### src/rtl/usb_rx_ctrl.sv
// USB receive sequencer: NRZI decode, bit unstuffing, LSB-first byte assembly, EOP and error detection.
// Optional RX_BYTE_COUNT_EN adds rx_byte_count (bytes delivered in the current/last packet).
module usb_rx_ctrl #(
  parameter int EOP_SE0_MIN = 2,
  parameter int MAX_BYTES   = 1027,
  parameter int STUFF_LEN   = 6
) (
  input  logic        clk,
  input  logic        reset_n,
  input  logic [1:0]  line_state,
  input  logic        sync_detected,
  output logic        rx_active,
  output logic        rx_valid,
  output logic [7:0]  rx_data,
  output logic        rx_error,
`ifdef RX_BYTE_COUNT_EN
  output logic [10:0] rx_byte_count,
`endif
  output logic [1:0]  fsm_state
);

  // Handshake: rx_valid and rx_error are single-cycle strobes with no back-pressure;
  // rx_data is meaningful only in the cycle rx_valid is high, and the two never coincide.

  typedef enum logic [1:0] {IDLE = 2'd0, DATA = 2'd1, EOP = 2'd2, ERR_WAIT = 2'd3} state_t;

  localparam logic [1:0] LS_J   = 2'b01;
  localparam logic [1:0] LS_K   = 2'b10;
  localparam logic [1:0] LS_SE0 = 2'b11;
  localparam logic [1:0] LS_ILL = 2'b00;

  localparam int OW = $clog2(STUFF_LEN + 1);
  localparam int BW = $clog2(MAX_BYTES + 1);
  localparam logic [OW-1:0] STUFF_V   = OW'(STUFF_LEN);
  localparam logic [BW-1:0] MAX_V     = BW'(MAX_BYTES);
  localparam logic [2:0]    SE0_MIN_V = 3'(EOP_SE0_MIN);

  state_t        state, state_nxt;
  logic          sync_d;
  logic [1:0]    prev_line;
  logic [OW-1:0] ones_cnt;
  logic [2:0]    bit_cnt;
  logic [BW-1:0] byte_cnt;
  logic [2:0]    se0_cnt;
  logic [7:0]    shift_reg;

  logic          sop, in_data, is_jk, bit_val, stuff_hit, take_bit, byte_done, babble;
  logic [1:0]    ref_line;
  logic [OW-1:0] ones_base;
  logic [2:0]    bit_base;
  logic [BW-1:0] byte_base;
  logic          valid_nxt, error_nxt;

  // The start-of-packet cycle is itself data bit 0, decoded against K with the
  // trailing sync KK counted as one '1'; counters from a previous packet are ignored.
  always_comb begin
    sop       = (state == IDLE) && sync_detected && !sync_d;
    in_data   = sop || (state == DATA);
    is_jk     = (line_state == LS_J) || (line_state == LS_K);
    ref_line  = (state == IDLE) ? LS_K : prev_line;
    ones_base = (state == IDLE) ? OW'(1) : ones_cnt;
    bit_base  = (state == IDLE) ? 3'd0 : bit_cnt;
    byte_base = (state == IDLE) ? '0 : byte_cnt;
    bit_val   = (line_state == ref_line);
    stuff_hit = (ones_base == STUFF_V);
    take_bit  = in_data && is_jk && !stuff_hit;
    byte_done = take_bit && (bit_base == 3'd7);
    babble    = byte_done && (byte_base == MAX_V);
  end

  always_ff @(posedge clk or negedge reset_n) begin
    if (!reset_n) state <= IDLE;
    else          state <= state_nxt;
  end

  always_comb begin
    state_nxt = state;
    case (state)
      IDLE, DATA: begin
        if (in_data) begin
          if (is_jk) begin
            if ((stuff_hit && bit_val) || babble) state_nxt = ERR_WAIT;
            else                                  state_nxt = DATA;
          end else if (line_state == LS_SE0) begin
            state_nxt = EOP;
          end else begin
            state_nxt = ERR_WAIT;
          end
        end
      end
      EOP: begin
        if (line_state == LS_J)        state_nxt = IDLE;
        else if (line_state != LS_SE0) state_nxt = ERR_WAIT;
      end
      ERR_WAIT: begin
        if (line_state == LS_J && se0_cnt != 3'd0) state_nxt = IDLE;
      end
      default: state_nxt = IDLE;
    endcase
  end

  always_comb begin
    rx_active = (state != IDLE);
    fsm_state = state;
    valid_nxt = byte_done && !babble;
    error_nxt = 1'b0;
    if (in_data) begin
      error_nxt = (is_jk && stuff_hit && bit_val) || babble || (line_state == LS_ILL);
    end else if (state == EOP) begin
      if (line_state == LS_J)        error_nxt = (se0_cnt < SE0_MIN_V) || (bit_cnt != 3'd0);
      else if (line_state != LS_SE0) error_nxt = 1'b1;
    end
  end

  always_ff @(posedge clk or negedge reset_n) begin
    if (!reset_n) begin
      sync_d    <= 1'b0;
      prev_line <= LS_K;
      ones_cnt  <= '0;
      bit_cnt   <= 3'd0;
      byte_cnt  <= '0;
      se0_cnt   <= 3'd0;
      shift_reg <= 8'h00;
      rx_valid  <= 1'b0;
      rx_error  <= 1'b0;
      rx_data   <= 8'h00;
    end else begin
      sync_d   <= sync_detected;
      rx_valid <= valid_nxt;
      rx_error <= error_nxt;
      if (valid_nxt) rx_data <= {bit_val, shift_reg[7:1]};
      if (in_data) begin
        bit_cnt  <= bit_base;
        byte_cnt <= byte_base;
        ones_cnt <= ones_base;
        se0_cnt  <= (line_state == LS_SE0) ? 3'd1 : 3'd0;
        if (is_jk) begin
          prev_line <= line_state;
          if (stuff_hit) begin
            ones_cnt <= '0;
          end else begin
            ones_cnt  <= bit_val ? ones_base + OW'(1) : '0;
            shift_reg <= {bit_val, shift_reg[7:1]};
            bit_cnt   <= bit_base + 3'd1;
            if (byte_done) byte_cnt <= byte_base + BW'(1);
          end
        end
      end else if (state == IDLE) begin
        prev_line <= LS_K;
        se0_cnt   <= 3'd0;
      end else begin
        // EOP and ERR_WAIT both track a saturating SE0 run.
        if (line_state == LS_SE0) begin
          if (se0_cnt != 3'd7) se0_cnt <= se0_cnt + 3'd1;
        end else begin
          se0_cnt <= 3'd0;
        end
      end
    end
  end

`ifdef RX_BYTE_COUNT_EN
  always_ff @(posedge clk or negedge reset_n) begin
    if (!reset_n)       rx_byte_count <= 11'd0;
    else if (sop)       rx_byte_count <= 11'd0;
    else if (valid_nxt) rx_byte_count <= rx_byte_count + 11'd1;
  end
`endif

endmodule

### config.mk
export PLATFORM = sky130hd
export DESIGN_NAME = usb_rx_ctrl
export DESIGN_NICKNAME = d
export VERILOG_FILES = /design/src/rtl/usb_rx_ctrl.sv
export SDC_FILE = /design/constraint.sdc
export NUM_CORES = 1
export LEC_CHECK = 0
export ABC_AREA = 1
export ABC_CLOCK_PERIOD_IN_PS = 3200
export BUFFER_PORTS_ARGS = -buffer_cell sky130_fd_sc_hd__buf_4
export CORE_MARGIN = 3
export CORE_UTILIZATION = 64
export CTS_BUF_LIST = sky130_fd_sc_hd__clkbuf_8
export CTS_CLUSTER_DIAMETER = 120
export DETAILED_ROUTE_END_ITERATION = 16
export GPL_ROUTABILITY_DRIVEN = 0
export PLACE_DENSITY = 0.84
export SETUP_SLACK_MARGIN = 0.2
export SLEW_MARGIN = 20
export SYNTH_ARGS = -nofsm -noshare
export SYNTH_HDL_FRONTEND = slang
export SYNTH_SLANG_ARGS = --single-unit
### constraint.sdc
create_clock -name clk -period 3.2 [get_ports clk]
set_clock_uncertainty 0.05 [all_clocks]
set_input_delay 0.32 -clock clk [delete_from_list [all_inputs] [get_ports clk]]
set_output_delay 0.32 -clock clk [all_outputs]
set_load 0.02 [all_outputs]
=== Yosys cells after proc, flatten, opt, wreduce, memory -nomap -nowiden ===
Index checks and enable logic that the tools add are counted.

* Register bits after elaboration: 43
* Bits of input ports: 5
* Output and inout bits: 13

* Add/subtract/negate cells: 4
* Order comparisons: 1
* Equality and inequality tests: 17
* Mux-type cells: 31
* Bitwise gates (word level): 1
* Reduce and logical (&&, ||, !) cells: 28

{| class="wikitable"
|+ Operators by type and width
! operator !! number
|-
| 11-bit 2-to-1 mux || 4
|-
| 3-bit 2-to-1 mux || 11
|-
| 2-bit 2-to-1 mux || 9
|-
| 11-bit by 1-bit adder with 11-bit output (second input constant) || 1
|-
| 11-bit == test (second input constant) || 1
|-
| 1-bit logical AND || 11
|-
| 3-bit by 1-bit adder with 3-bit output (second input constant) || 3
|-
| 2-bit == test (second input constant) || 4
|-
| 3-bit == test (second input constant) || 2
|-
| 1-bit logical OR || 6
|-
| 1-bit 2-to-1 mux || 6
|-
| 2-bit inequality test (second input constant) || 3
|-
| 3-bit inequality test (second input constant) || 2
|-
| 2-bit one-hot mux with 3 select lines || 1
|-
| 3-bit AND reduction || 2
|-
| 3-bit nonzero test || 2
|-
| 2-bit by 1-bit == test with 1-bit output (second input constant) || 2
|-
| 2-bit zero test || 2
|-
| 4-bit by 3-bit inequality test with 1-bit output (second input constant) || 1
|-
| 1-bit zero test || 3
|-
| 3-bit by 2-bit < comparator with 1-bit output (second input constant) || 1
|-
| 2-bit == test || 1
|-
| 2-bit by 1-bit inequality test with 1-bit output (second input constant) || 1
|-
| 2-bit nonzero test || 1
|-
| 2 further kinds || 2
|}

=== Depth between registers and ports, before layout ===
Gate-level depths: netlist of run 1.

* Word-level depth: 13
* Gate-level depth with buffers: 13
* Mapped depth without buffers: 12

=== Worst setup path after synthesis of run 1 ===
Ideal clock, no wire load.

* Kind: reg-to-reg
* Start point: register state[1], in the netlist fsm_state[1]
* End point: register rx_data[5]
* Library setup time: 0.118 ns
* Arrival: 2.003 ns
* Slack: 1.029 ns
* Cell stages (with the launch flop): 12
* Buffers on the path: 2
* Cells stage by stage: dfrtp_1 > nor2_1 > buf_2 > nor2_1 > ha_1 > ha_1 > inv_1 > nor3_4 > nand2_4 > buf_6 > nand2_1 > o21ai_2

* Cells in the longest elaborated chain, start to end: 10
* Elaborated cells on any way between the ends: 18
* Those cells by class: eq/ne: 4; mux: 3; reduce/logical: 11

{| class="wikitable"
|+ RTL lines
! item !! line !! source
|-
| start, declared || 38 || <nowiki>state_t state, state_nxt;</nowiki>
|-
| start signal, assigned || 73 || <nowiki>else state <= state_nxt;</nowiki>
|-
| branches (longest 9 deep; another with 3-bit 2-to-1 mux) || - ||
|-
| 1-bit logical AND * || 105 || <nowiki>valid_nxt = byte_done && !babble;</nowiki>
|-
| end signal, assigned || 131 || <nowiki>if (valid_nxt) rx_data <= {bit_val, shift_reg[7:1]};</nowiki>
|-
| end, declared || 14 || <nowiki>output logic [7:0] rx_data,</nowiki>
|}

Mark *: on every way between the ends.
A chain may end at the register's enable or synchronous reset.

=== Worst setup path after layout of run 1 ===
* Start point: register state[1], in the netlist fsm_state[1]
* End point: register rx_data[6]

Same word-level chain as after synthesis.

==> summary.md, run 1 <==
| Metric | Value |
|---|---|
| Final min period | 2.30 ns |
| Share of layout cells above drive strength 1 | 0.181 |
| Postcts setup bufs | 0 |
| Unique masters post-synth | 33 |
| Post-Synthesis Net Count | 292 |
| Hold WS | 0.0841 ns |
| Internal power | around 1.1 mW |
| N_diodes | 0 |
| Main flop type after synthesis | dfrtp_1 |
| Crit-path max cell delay | 0.47 ns |
| Power Density | 761 nW/µm² |
| Synth Area in XOR/XNOR | 0.0376 |
| Worst-Margin Slew | approximately 0.5 ns |
| Worst EP required | 3.33 ns |
| Setup slack, reg-to-reg | 0.90 ns |
| DR WL/cell | 13.0 µm |
| RSZ-0062 raised after global routing | false |
| Post-route DRC | 0 |
| Num CTS Buffers | 5 |
| Remaining antenna violation count | 0 |
| Fin crit share | 0.720 |
| Hold path cells | 1 |
| Status | complete, no violations |
| Ys Warns | 0 |
| Final number of setup-violating endpoints | 0 |
| Area occupied by multi-input gates | between 1000 and 1500 µm² |
| Max-slew headroom | 0.658 |
| Post-synthesis instance total | 275 |
| Die Y | 66.3 µm |
| Synth Area in Adders | 0.0645 |
| Vias per std cell | 5.28 |
| First-pass GRT wire length | a little over 8000 µm |
| H-tree depth | 2 |
| Die ar. | 4400 µm² |
| Post-Synth Simple-Gate Area | 0.238 |
| Netlist Area Pre-Place | 2330 µm² |
| Net Sw Frac | 0.417 |
| Max cap viols | 0 |
| Detailed-route wire length | around 4500 µm |
| Io pins | 18 |
| Post-DP HPWL | between 3000 and 4000 µm |
| Initial Utilization | 0.682 |
| Logic pwr share | 0.429 |
| Inst Count DP | 335 |
| Setup_tns | 0 ns |
| Die width | 66.3 µm |
| Initial antenna violation count | 0 |
| CP bufs+invs | 2 |
| TritonCTS clock tree | built |
| Vias in the first global route | 1,814 |
| Clock sinks | 42 |
| Slowest stage cell, crit path | dfrtp_1 |
| CTS Root Cell | clkbuf_8 |
| Total core area | 3420 µm² |
| Max FO, Critical Path | 16 |
| Worst skew pair latency | 0.30 ns |
| Row Count | 21 |
| LEAKAGE | 1.29 nW |
| Crit-path cells | nor2_1 -> buf_4 -> nor2_1 -> ha_1 -> ha_1 -> inv_1 -> nor3_4 -> nand2_4 -> nand2_1 -> o21ai_2 |
| All-Layer GR Usage | 0.243 |
| Delay-heaviest family, CP | simple AND/OR/NAND/NOR gates |
| FF-to-FF path depth | 10 |
| Post-synth EDFFs | 0 |
| GR Overflow Total | 0 |
| Peak VDD IR | 0.621 mV |
| FF-to-FF Start | fsm_state[1]$_DFFE_PN0P_ |
| Clock buffer depth | 2 |
| 1st-pass router iterations | 5 |
| Clock network power share | 0.170 |
| Seq pwr share | 0.401 |
| Seq/Total Area, Yosys | 0.452 |
| Commonest non-fill, non-tap cell in the layout | nand2_1 |
| Fill cells | 272 |
| Main combinational cell family by area after synthesis | simple AND/OR/NAND/NOR gates |
| Max reg flops | 11 |
| Hold Violations, Final | 0 |
| Worst Setup Start Kind | flip-flop |
| Post-synthesis async set-or-reset flop share | 1.00 |
| Clock-pin slew on the worst setup and hold paths | 0.08 ns |
| HP Class | in -> reg |
| Vias | between 1.5k and 2k |
| Mux contribution to synthesized area | 0 |
| CP Capture Type | flip-flop |
| Worst hold endpoint | sync_d$_DFF_PN0_ |
| Hold_sp | sync_detected |
| Overall Power | between 1.5 and 2 mW |
| FF+latch count, synth | 42 |
| Layout Cells excl Fill | 344 |
| 1st-iter DRT viols | around 120 |
| Reg-to-reg endpoint | rx_data[6]$_DFFE_PN0P_ |
| Sw Pwr | 0.820 mW |
| Critical path type | reg -> reg |
| Max-slew violations | 0 |
| Port Buffers | 17 |
| Largest net degree at the start of global routing | 43 |
| Synth Area in Compound Gates | 0.120 |
| Max Clk Rate | 434 MHz |
| Nets | 314 |
| Area grow syn2layout | 11.1% |
| Reg area | 1050 µm² |
| CP arrival | 2.44 ns |
| Syn_area_per_cell | 8.47 µm² |
| Most frequent cells in the layout | nand2_1 (56), inv_1 (45), dfrtp_1 (41), nor2_1 (27), o21ai_0 (20) |
timing repair:
action / CTS / global route
endpoints found under the hold margin: 41 / 0
resized for setup: 0 / 0
hold buffers: 1 / 0
how the worst max path moves through the flow:
stage,startpoint,endpoint,slack [ns],depth (start not counted)
after floorplan,fsm_state[1]$_DFFE_PN0P_,rx_data[5]$_DFFE_PN0P_,1.03,11
after global placement,fsm_state[1]$_DFFE_PN0P_,rx_data[3]$_DFFE_PN0P_,0.98,10
after detailed placement,fsm_state[1]$_DFFE_PN0P_,rx_data[6]$_DFFE_PN0P_,0.91,10
after CTS,fsm_state[1]$_DFFE_PN0P_,rx_data[6]$_DFFE_PN0P_,0.88,10
after global routing,fsm_state[1]$_DFFE_PN0P_,rx_data[6]$_DFFE_PN0P_,0.64,10
final,fsm_state[1]$_DFFE_PN0P_,rx_data[6]$_DFFE_PN0P_,0.90,10
Yosys cell counts (2+ instances only):
master | count | share of area
nor3_2 | 2 | 0.0086
nand2_1 | 56 | 0.090
nor2_2 | 3 | 0.0081
inv_2 | 2 | 0.0032
dfrtp_1 | 41 | 0.44
o211ai_1 | 3 | 0.0097
o21ai_0 | 20 | 0.043
nand2_2 | 6 | 0.016
nor2_1 | 27 | 0.044
buf_6 | 2 | 0.0097
and2_1 | 2 | 0.0054
nand3_1 | 11 | 0.024
ha_1 | 12 | 0.064
o21ai_2 | 7 | 0.026
a21oi_1 | 6 | 0.013
nand2_4 | 3 | 0.015
xor2_1 | 10 | 0.038
o22ai_1 | 4 | 0.011
inv_1 | 44 | 0.071
power groups by stage:
stage          registers (mW)  clock network (mW)  logic (mW)
3_5_place_dp            0.797                   0       0.842
3_3_place_gp            0.789                   0       0.820
2_1_floorplan           0.855                   0       0.534
5_1_grt                 0.812               0.363       0.959
4_1_cts                 0.788               0.345       0.848
6_report                0.789               0.334       0.845
metrics by stage:
| step | util | setup slack [ns] | area [µm²] |
|---|---|---|---|
| finish | 0.757 | 0.896 | 2590 |
| global route | 0.757 | 0.640 | 2590 |
| detailed placement | 0.729 | 0.905 | 2490 |
| floorplan | - | 1.03 | 2330 |
| CTS | 0.757 | 0.880 | 2590 |
| global placement | 0.729 | 0.981 | 2490 |
layout make-up:
type,count,share of cell area
Inverter,46,0.0668
Timing Repair Buffer,19,0.0561
Sequential cell,42,0.407
Clock inverter,3,0.00677
Multi-Input combinational cell,183,0.415
Tap cell,46,0.0223
Clock buffer,5,0.0266
metal layers:
layer | track usage | vias up | share of wire
met3 | 0.0527 | 11 | 0.045
met4 | 0.0990 | 0 | 0.022
li1 | - | 911 | -
met2 | 0.398 | 43 | 0.48
met1 | 0.310 | 852 | 0.46
met5 | 0 | - | 0
cell families after synthesis:
kind of cell | Yosys count
compound gates | 45
flops | 42
buf+inv | 50
fa+ha+maj | 12
xor+xnor | 10
simple gates | 116
Power figures use the tool's default switching activity.
==> run 2, diff against run 1 <==
- ABC_CLOCK_PERIOD_IN_PS: 3200 -> 2100
- CORE_UTILIZATION: 64 -> 56
- PLACE_DENSITY: 0.84 -> 0.78
- clock period: 3.2 -> 2.1 ns (I/O delays scaled with it)
==> run 2 against run 1 <==
  * Clock-buffer cell count stayed put
  * Combinational power increased by 79%
  * Clock power increased by 87%
  * Die area grew 13%
  * Via count is 2.2% higher
  * First-iteration DRC count up 15%
  * Sequential share of layout area shrank 3.6 points
  * Sequential power grew 52%
  * Setup slack worse by 0.74 ns
  * Final cell count is 5.5% higher
  * Largest cell class unchanged
  * Wire length rose by 7.7%
  * Cell area grew 10%
==> summary.md, run 2 (synthesis gave the netlist of run 1 again) <==
| Metric | Value |
|---|---|
| Status | complete, no violations |
| Seq pwr share | 0.360 |
| N_diodes | 0 |
| Io pins | 18 |
| Max cap viols | 0 |
| Fin crit share | 0.924 |
| Delay-heaviest family, CP | simple AND/OR/NAND/NOR gates |
| Die Y | 70.5 µm |
| Inst Count DP | 340 |
| Detailed-route wire length | about 4800 µm |
| Net Sw Frac | 0.402 |
| Peak VDD IR | 0.784 mV |
| Vias per std cell | about 5 |
| Die width | 70.5 µm |
| Clock network power share | 0.187 |
| Fill cells | about 260 |
| Worst EP required | 2.27 ns |
| Crit-path cells | nor2_4 -> buf_4 -> nor2_4 -> ha_2 -> nand2_1 -> nor2_1 -> nand3_1 -> nor2_2 -> nand2_1 -> nand2_1 -> nand2_1 -> a21oi_2 |
| First-pass GRT wire length | 8160 µm |
| Critical path type | reg -> reg |
| Max reg flops | 11 |
| Clock sinks | 42 |
| CP bufs+invs | 1 |
| Worst skew pair latency | roughly 0.29 ns |
| Share of layout cells above drive strength 1 | 0.267 |
| Total core area | approximately 3800 µm² |
| Area grow syn2layout | 22.1% |
| Internal power | 1.99 mW |
| Logic pwr share | 0.452 |
| Most frequent cells in the layout | nand2_1 (55), inv_1 (42), dfrtp_1 (39), buf_4 (30), nor2_1 (21) |
| CP arrival | 2.11 ns |
| Post-route DRC | 0 |
| Largest net degree at the start of global routing | between 40 and 50 |
| TritonCTS clock tree | built |
| Crit-path max cell delay | 0.42 ns |
| LEAKAGE | 1.39 nW |
| Nets | 331 |
| Design area | 2840 µm² |
| Post-DP Area | 2540 µm² |
| Row Count | 22 |
| Max-slew violations | 0 |
| Max Clk Rate | 516 MHz |
| Port Buffers | 17 |
| Crit-path most repeated cell | nand2_1 |
| Layout Cells excl Fill | ~360 |
| Vias in the first global route | 1,827 |
| Num CTS Buffers | 5 |
| Post-DP HPWL | approximately 3200 µm |
| Worst-Margin Slew | 0.521 ns |
| 1st-iter DRT viols | around 140 |
| HP Class | in -> reg |
| Setup_tns | 0 ns |
| Final core utilization | 0.743 |
| Initial antenna violation count | 0 |
| Final number of setup-violating endpoints | 0 |
| Power Density | 1170 nW/µm² |
| CP Capture Type | flip-flop |
| Slowest stage cell, crit path | dfrtp_2 |
| Clock buffer depth | 2 |
| Sw Pwr | 1.34 mW |
| 1st-pass router iterations | 6 |
| Max-slew headroom | 0.652 |
| Setup slack, reg-to-reg | 0.16 ns |
| Clock-pin slew on the worst setup and hold paths | 0.08 ns |
| CTS Root Cell | clkbuf_8 |
| H-tree depth | 2 |
| Initial Utilization | 0.609 |
| Worst Setup Start Kind | flip-flop |
| Final min period | 1.94 ns |
| Max FO, Critical Path | 7 |
| Commonest non-fill, non-tap cell in the layout | nand2_1 |
| DR WL/cell | 13.2 µm |
| Die ar. | between 4000 and 5000 µm² |
| Remaining antenna violation count | 0 |
| All-Layer GR Usage | 0.201 |
| Hold Violations, Final | 0 |
| Vias | between 1.5k and 2k |
| RSZ-0062 raised after global routing | true |
| GR Overflow Total | 0 |
## run 2: changes by cell type in the layout (fill, tap and decap cells not counted), sizes merged
cell and change:
buf +15, bufinv +1, dlygate4sd3 +1, inv -1, nand2 +1
## run 2: cell type report
| type | instances | area (µm²) | share of cell area |
|---|---|---|---|
| tap | 48 | 60.1 | 0.0211 |
| inverter | 46 | 175 | 0.0616 |
| timing repair buffer | 35 | 279 | 0.0981 |
| clock inverter | 3 | 40.0 | 0.0141 |
| sequential | 42 | 1050 | 0.371 |
| multi-input combinational | 184 | 1170 | 0.410 |
| clock buffer | 5 | 68.8 | 0.0242 |
## run 2: per-layer routing
| metal | vias to the layer above | global-route usage | share of wire |
|---|---|---|---|
| met5 | - | 0 | 0 |
| met2 | 29 | 0.331 | 0.51 |
| li1 | 950 | - | - |
| met3 | 6 | 0.0446 | 0.038 |
| met1 | 872 | 0.274 | 0.45 |
| met4 | 0 | 0.0362 | 0.0064 |
## run 2: power by group through the flow
stage,registers [mW],logic (mW),clock network (mW)
floorplan,1.32,0.852,0
global placement,1.22,1.29,0
detailed placement,1.23,1.31,0
CTS,1.20,1.42,0.639
global route,1.23,1.68,0.663
finish,1.20,1.51,0.626
## run 2: worst reg2reg max path: stages (launching register included)
cell and delay, ns:
dfrtp_2 0.42, nor2_4 0.09, buf_4 0.15, nor2_4 0.09, ha_2 0.19, nand2_1 0.06, nor2_1 0.12, nand3_1 0.11
nor2_2 0.18, nand2_1 0.12, nand2_1 0.09, nand2_1 0.06, a21oi_2 0.14
## run 2: timing repair
| action | 4_1_cts | 5_1_grt |
|---|---|---|
| setup endpoints to repair | 19 | 20 |
| setup buffers | 8 | 4 |
| gates cloned | 1 | 0 |
| resized for setup | 5 | 13 |
| hold buffers | 2 | 0 |
| hold endpoints to repair | 42 | 0 |
| pin swaps | 8 | 6 |
## run 2: path summary, 6_finish.rpt
| path | start | endpoint | cells after the start |
|---|---|---|---|
| worst max-delay path | fsm_state[1]$_DFFE_PN0P_ | fsm_state[1]$_DFFE_PN0P_ | 12 |
| worst min-delay path | line_state[1] | prev_line[1]$_DFFE_PN1P_ | 3 |
| worst max register to register | fsm_state[1]$_DFFE_PN0P_ | fsm_state[1]$_DFFE_PN0P_ | 12 |
| worst min register to register | shift_reg[7]$_DFFE_PN0P_ | shift_reg[6]$_DFFE_PN0P_ | 2 |
| max in group asynchronous | reset_n | fsm_state[0]$_DFFE_PN0P_ | 2 |
| min in group asynchronous | reset_n | byte_cnt[1]$_DFFE_PN0N_ | 2 |
## run 2: per-stage QoR
step	worst slack (ns)	power (mW)	hold slack (ns)
6_report	0.161	3.34	0.222
5_1_grt	0.0231	3.58	0.249
4_1_cts	0.199	3.25	0.217
2_1_floorplan	0.0938	2.17	-0.136
3_3_place_gp	0.0938	2.51	0.176
3_5_place_dp	0.0432	2.54	0.172
